===== src/rtl/alu_arbiter.sv =====
// alu_arbiter: two-port round-robin arbiter/sequencer in front of the shared
// 16-bit registered ALU. One operation is outstanding at a time:
// IDLE (accept) -> ISSUE (ALU samples issue registers) -> RESP (hold until consumed).
//
// Ports:
//   CLK, Reset (async, active-low)
//   ReqValid0/1, ReqReady0/1, ReqA0/1, ReqB0/1, ReqOp0/1   request channels
//   RespValid0/1, RespReady0/1, RespData, RespZero          response channels
//   AluFirst, AluSecond, AluOp (registered) / AluResult, AluZero   ALU link
//   Busy (not IDLE), OpCount (completed ops, wrapping)
module alu_arbiter (
    input  logic        CLK,
    input  logic        Reset,
    input  logic        ReqValid0,
    input  logic        ReqValid1,
    output logic        ReqReady0,
    output logic        ReqReady1,
    input  logic [15:0] ReqA0,
    input  logic [15:0] ReqA1,
    input  logic [15:0] ReqB0,
    input  logic [15:0] ReqB1,
    input  logic [2:0]  ReqOp0,
    input  logic [2:0]  ReqOp1,
    output logic        RespValid0,
    output logic        RespValid1,
    input  logic        RespReady0,
    input  logic        RespReady1,
    output logic [15:0] RespData,
    output logic        RespZero,
    output logic [15:0] AluFirst,
    output logic [15:0] AluSecond,
    output logic [2:0]  AluOp,
    input  logic [15:0] AluResult,
    input  logic        AluZero,
    output logic        Busy,
    output logic [15:0] OpCount
);

    localparam int unsigned DW  = 16;
    localparam int unsigned OPW = 3;

    typedef enum logic [1:0] {
        IDLE  = 2'd0,
        ISSUE = 2'd1,
        RESP  = 2'd2
    } state_t;

    state_t           state_q, state_d;
    logic [DW-1:0]    first_q, first_d;
    logic [DW-1:0]    second_q, second_d;
    logic [OPW-1:0]   op_q, op_d;
    logic             owner_q, owner_d;
    logic             last_grant_q, last_grant_d;
    logic [DW-1:0]    op_count_q, op_count_d;

    logic             grant_c;
    logic             req_ready0_c, req_ready1_c;
    logic             resp_valid0_c, resp_valid1_c;
    logic             resp_done_c;

    // State and issue registers
    always_ff @(posedge CLK or negedge Reset) begin
        if (!Reset) begin
            state_q      <= IDLE;
            first_q      <= '0;
            second_q     <= '0;
            op_q         <= '0;
            owner_q      <= 1'b0;
            last_grant_q <= 1'b1;
            op_count_q   <= '0;
        end else begin
            state_q      <= state_d;
            first_q      <= first_d;
            second_q     <= second_d;
            op_q         <= op_d;
            owner_q      <= owner_d;
            last_grant_q <= last_grant_d;
            op_count_q   <= op_count_d;
        end
    end

    // Next-state, arbitration and handshake logic
    always_comb begin
        state_d       = state_q;
        first_d       = first_q;
        second_d      = second_q;
        op_d          = op_q;
        owner_d       = owner_q;
        last_grant_d  = last_grant_q;
        op_count_d    = op_count_q;
        req_ready0_c  = 1'b0;
        req_ready1_c  = 1'b0;
        resp_valid0_c = 1'b0;
        resp_valid1_c = 1'b0;
        resp_done_c   = 1'b0;

        // On a tie the port that did not win last time is granted
        if (ReqValid0 && ReqValid1) begin
            grant_c = ~last_grant_q;
        end else begin
            grant_c = ReqValid1;
        end

        case (state_q)
            IDLE: begin
                if (ReqValid0 || ReqValid1) begin
                    req_ready0_c = ~grant_c;
                    req_ready1_c = grant_c;
                    first_d      = grant_c ? ReqA1  : ReqA0;
                    second_d     = grant_c ? ReqB1  : ReqB0;
                    op_d         = grant_c ? ReqOp1 : ReqOp0;
                    owner_d      = grant_c;
                    last_grant_d = grant_c;
                    state_d      = ISSUE;
                end
            end
            ISSUE: begin
                state_d = RESP;
            end
            RESP: begin
                resp_valid0_c = ~owner_q;
                resp_valid1_c = owner_q;
                resp_done_c   = owner_q ? RespReady1 : RespReady0;
                if (resp_done_c) begin
                    // Zero opcode parks the ALU between operations
                    op_d       = '0;
                    op_count_d = op_count_q + DW'(1);
                    state_d    = IDLE;
                end
            end
            default: begin
                state_d = IDLE;
            end
        endcase
    end

    assign ReqReady0  = req_ready0_c;
    assign ReqReady1  = req_ready1_c;
    assign RespValid0 = resp_valid0_c;
    assign RespValid1 = resp_valid1_c;
    assign RespData   = AluResult;
    assign RespZero   = AluZero;
    assign AluFirst   = first_q;
    assign AluSecond  = second_q;
    assign AluOp      = op_q;
    assign Busy       = (state_q != IDLE);
    assign OpCount    = op_count_q;

endmodule


===== config.mk =====
export PLATFORM = sky130hd
export DESIGN_NAME = alu_arbiter
export DESIGN_NICKNAME = d
export VERILOG_FILES = /design/src/rtl/alu_arbiter.sv
export SDC_FILE = /design/constraint.sdc
export NUM_CORES = 1
export LEC_CHECK = 0
export BUFFER_PORTS_ARGS = -buffer_cell sky130_fd_sc_hd__buf_2
export CAP_MARGIN = 20
export CORE_ASPECT_RATIO = 1.25
export CORE_MARGIN = 2
export CORE_UTILIZATION = 39
export DETAILED_ROUTE_END_ITERATION = 8
export PLACE_DENSITY = 0.88
export SYNTH_ARGS = -nofsm -noshare
export SYNTH_HDL_FRONTEND = slang
export SYNTH_SLANG_ARGS = --single-unit

===== constraint.sdc =====
create_clock -name CLK -period 1.3 [get_ports CLK]
set_input_delay 0.26 -clock CLK [delete_from_list [all_inputs] [get_ports CLK]]
set_output_delay 0.26 -clock CLK [all_outputs]
set_load 0.1 [all_outputs]

# == After elaboration in Yosys (flattened, before gate mapping) ==
# Index checks and enable logic that the tools add are counted.
# word_totals
register_bits,55
in_bits,93
out_inout_bits,73
# classes
addsub,1
eq_ne,4
muxes,17
bitwise_logic,3
reduce_logical,9
# op_table
op,count
16-bit two-way mux,2
"16-bit by 1-bit adder with 16-bit output, second input constant",1
3-bit two-way mux,3
1-bit two-way mux,8
2-bit one-hot mux with 3 select lines,1
3-bit one-hot mux with 2 select lines,1
2-bit AND reduction,3
2-bit two-way mux,2
"2-bit != test, second input constant",2
2-bit nonzero test,2
1-bit inverter,3
3-bit AND reduction,1
"2-bit by 1-bit equality test with 1-bit output, second input constant",1
"2-bit equality test, second input constant",1
2-bit logical NOT,1
1-bit logical AND,1
1-bit logical OR,1

# == Logic depth before layout (Yosys ltp) ==
# logic_depth
depth_word,5
ltp_mapped,6
ltp_nobuf,5

# == Worst setup path after synthesis ==
# Ideal clock, no wire load.
# synth_path
path_kind,flip-flop to flip-flop
start,register op_count_q[3] (netlist: OpCount[3])
end,register op_count_q[12] (netlist: OpCount[12])
t_arrival_ps,1941
slack_ps,-801
stages_incl_launch_ff,5
synth_period_minus_slack_ps,2101
cell_sequence,dfrtp_1 -> nand3_2 -> nor4_4 -> nand4_1 -> xnor2_1
# synth_via
elab_chain_len,1
# synth_lines
element,line_no,rtl
start: declaration,54,"logic [DW-1:0] op_count_q, op_count_d;"
start signal: assignment,78,op_count_q <= op_count_d;
16-bit by 1-bit adder with 16-bit output,127,op_count_d = op_count_q + DW'(1);
# No other way between the ends.
# A chain may end at the register's enable or synchronous reset.

# == Worst setup path after layout ==
# layout_path
start,register state_q[1]
end,output port ReqReady1
# layout_via
elab_chain_len,2
# layout_lines
element,line_no,rtl
start: declaration,48,"state_t state_q, state_d;"
start signal: assignment,72,state_q <= state_d;
2-bit logical NOT,104,case (state_q)
1-bit two-way mux,104,
end: declaration,17,"output logic ReqReady1,"
# No other way between the ends.

==> metrics.yaml <==
status:
  status: "complete, but fails checks"
  violations: "negative setup slack"
timing:
  slew_headroom_pct: 71.6
  finalHoldViolCount: 0
  setup_viol_count_final: 67
  finalCriticalPeriod_ns: 1.63
  rsz0062_at_grt: "true"
  setup_ws_ns: -0.333
  skew_ns: 0.00768
  finalMaxSlewViolations: 0
  worst_pin_slew_ns: 0.426
  max_freq_ghz: 0.612
  fin_crit_sh_pct: 126
layout:
  drive_gt1_share_pct: 70.1
  fin_nets: 504
  area_delta_synth_final_pct: 104
  stdcell_area_um2: 5370
worst_hold_path:
  hp-class: "in -> reg"
  worstHoldPathCells: 2
clock_tree:
  clock_sinks: 55
  clockBufferDepth: 2
  cts.clk_slew.worst_paths_ns: 0.11
  cts_tree: "done"
  htreeDepth: 2
  clk_latency_ns: 0.31
  cts_buffers: 5
  root_buffer: "clkbuf_8"
job:
  maxCapViolCount: 0
drt:
  wl_per_cell_um: 19.6
  drt_iter0_markers: 144
  vias: 2627
  first_pass_iters: 4
  drc: 0
  totalWireLength_um: 9820
  antenna_left: 0
  via_per_inst: 5.25
synth:
  synth-edff-count: 0
  ys_seq_area_share_pct: 52.3
  synth_top_area_share_pct: 51.3
  synthesis.area_um2: 2630
  postSynthAreaPerCell_um2: 11.3
  ys_ff_latch: 55
  synthFlopType: "dfrtp_1"
  syn_inst: 234
  synth_fp_nets: 328
  async_flop_share_pct: 100
  yosys_warnings: 0
  yosys.area.top_type: "dfrtp_1"
  synth_cell_types: 34
  synth_area_leaders: "dfrtp_1 51%, mux2i_1 7.2%, a221o_1 6.1%"
grt:
  antenna_found_initial: 2
  overflow: 0
  first_global_vias: 2925
  grt_pass1_wl_um: 14300
  grt_max_degree: 29
  grt_usage_pct: 25.1
floorplanning:
  coreArea_um2: 6570
  die_w_um: 77.5
  ios: 166
  initial_core_util_pct: 40.1
  num_rows: 33
  die_h_um: 95.9
  die_area_um2: 7430
place:
  port_buffers: 131
  gp_routability_congestion: 0.858
  place_hpwl_um: 6220
  postPlaceCellArea_um2: 4440
critical_path:
  cp-start-kind: "flip-flop"
  crit_type: "reg -> out"
  critPathMaxFanout: 3
  crit_path_end_kind: "output pin"
  r2r_cells: 7
  cp_data_arrival_time_ns: 1.37
  cp.required_ns: 1.04
state kept, by name, indices dropped and copies added, names as in the netlist:
register	flops
state_q	2
last_grant_q	1
AluFirst	16
owner_q	1
AluOp	3
OpCount	16
AluSecond	16
through the flow:
| stage | hold WS, ns | setup slack, ns | instances | util (%) | setup TNS, ns |
|---|---|---|---|---|---|
| 6_report | 0.180 | -0.333 | 500 | 81.8 | -11.85 |
| 5_1_grt | 0.176 | -0.379 | 500 | 81.8 | -15.41 |
| 4_1_cts | 0.175 | -0.366 | 495 | 79.6 | -13.99 |
| 3_5_place_dp | 0.199 | -0.154 | 457 | 67.6 | -4.38 |
| 3_3_place_gp | 0.195 | -0.103 | 457 | 67.6 | -2.39 |
| 2_1_floorplan | -0.0356 | -0.301 | 234 | - | -6.51 |
area by class of cell:
cell class | instances | area [um^2]
Multi-Input combinational cell | 149 | 1440
Timing Repair Buffer | 197 | 2250
Clock buffer | 5 | 68.8
Tap cell | 87 | 109
Inverter | 2 | 10.0
Sequential cell | 55 | 1420
Antenna cell | 2 | 5.00
Fill cell | 342 | 1200
Clock inverter | 3 | 67.6
worst paths after layout:
check / start / end / slack, ns
worst max-delay path: state_q[1] / ReqReady1 / -0.33
worst min-delay path: ReqA0[3] / AluFirst[3] / 0.18
worst max register to register: state_q[1] / AluOp[2] / -0.29
worst min register to register: OpCount[13] / OpCount[13] / 0.53
max in group asynchronous: Reset / last_grant_q / 0.31
min in group asynchronous: Reset / state_q[1] / 0.43
cell families after synthesis:
logic type,Yosys count,share of synthesized area (%)
flops,55,52.3
mux,22,8.60
xor+xnor,15,4.99
compound gates,40,11.3
simple gates,71,15.5
fa+ha+maj,1,0.475
buf+inv,30,6.89
cell usage in the layout (no fill, tap or decap), types with 2 or more instances in the layout:
cell type  netlist  routed
o21ai_1          0       4
buf_16           0       5
xnor2_1          8       7
buf_12           0      61
buf_8            0       2
o21ai_2          1      16
bufinv_16        0       2
and3_1          17      15
mux2_4           0       2
nor4_4           2       2
buf_4           17      33
diode_2          0       2
buf_6            0      20
nor2_4           0       4
xor2_1           7       5
dfrtp_2          0       7
dfrtp_1         54      38
a221o_1         16      16
and2_4           0       2
nand4_1          5       5
nor2_1           6       2
xor2_2           0       2
buf_2            4      75
dfrtp_4          0       9
nand2_4          0      17
clkbuf_8         0       5
nor2_2           2       2
nand3_4          0       2
mux2i_1         19      19
nand2b_4         0       2
and3_4           0       2
nand3_1          4       2
nand2_1         23       5
critical path, cell delays in order, from the launching register on:
cell     delay [ns]
dfrtp_1        0.44
nor2_4         0.17
buf_6          0.12
and2_4         0.15
buf_12         0.17
routing by layer:
layer  track usage (%)  part of all wire [%]
met1              25.0                    34
met2              48.6                    58
met3              5.25                   4.7
met4              13.8                   3.4
met5                 0                     0
synthesized netlist by cell type (all sizes together) (3+ instances only):
| master | instances |
|---|---|
| dfrtp | 54 |
| nor2 | 8 |
| xnor2 | 8 |
| nand4 | 5 |
| mux2i | 20 |
| nand2b | 3 |
| nand2 | 23 |
| and3 | 17 |
| xor2 | 7 |
| buf | 21 |
| clkbuf | 7 |
| o21ai | 21 |
| a221o | 16 |
| and2 | 3 |
| nand3 | 5 |
repair_timing:
action,4_1_cts,5_1_grt
hold endpoints to repair,12,0
setup buffers,23,7
pin swaps,49,13
endpoints found under the setup margin,62,68
gates resized for setup,102,32
hold buffers,1,0
cloned,6,0
Power is left out: the tool's default activity adds up to more than one toggle a clock period on the data nets, which glitch-free logic cannot reach.
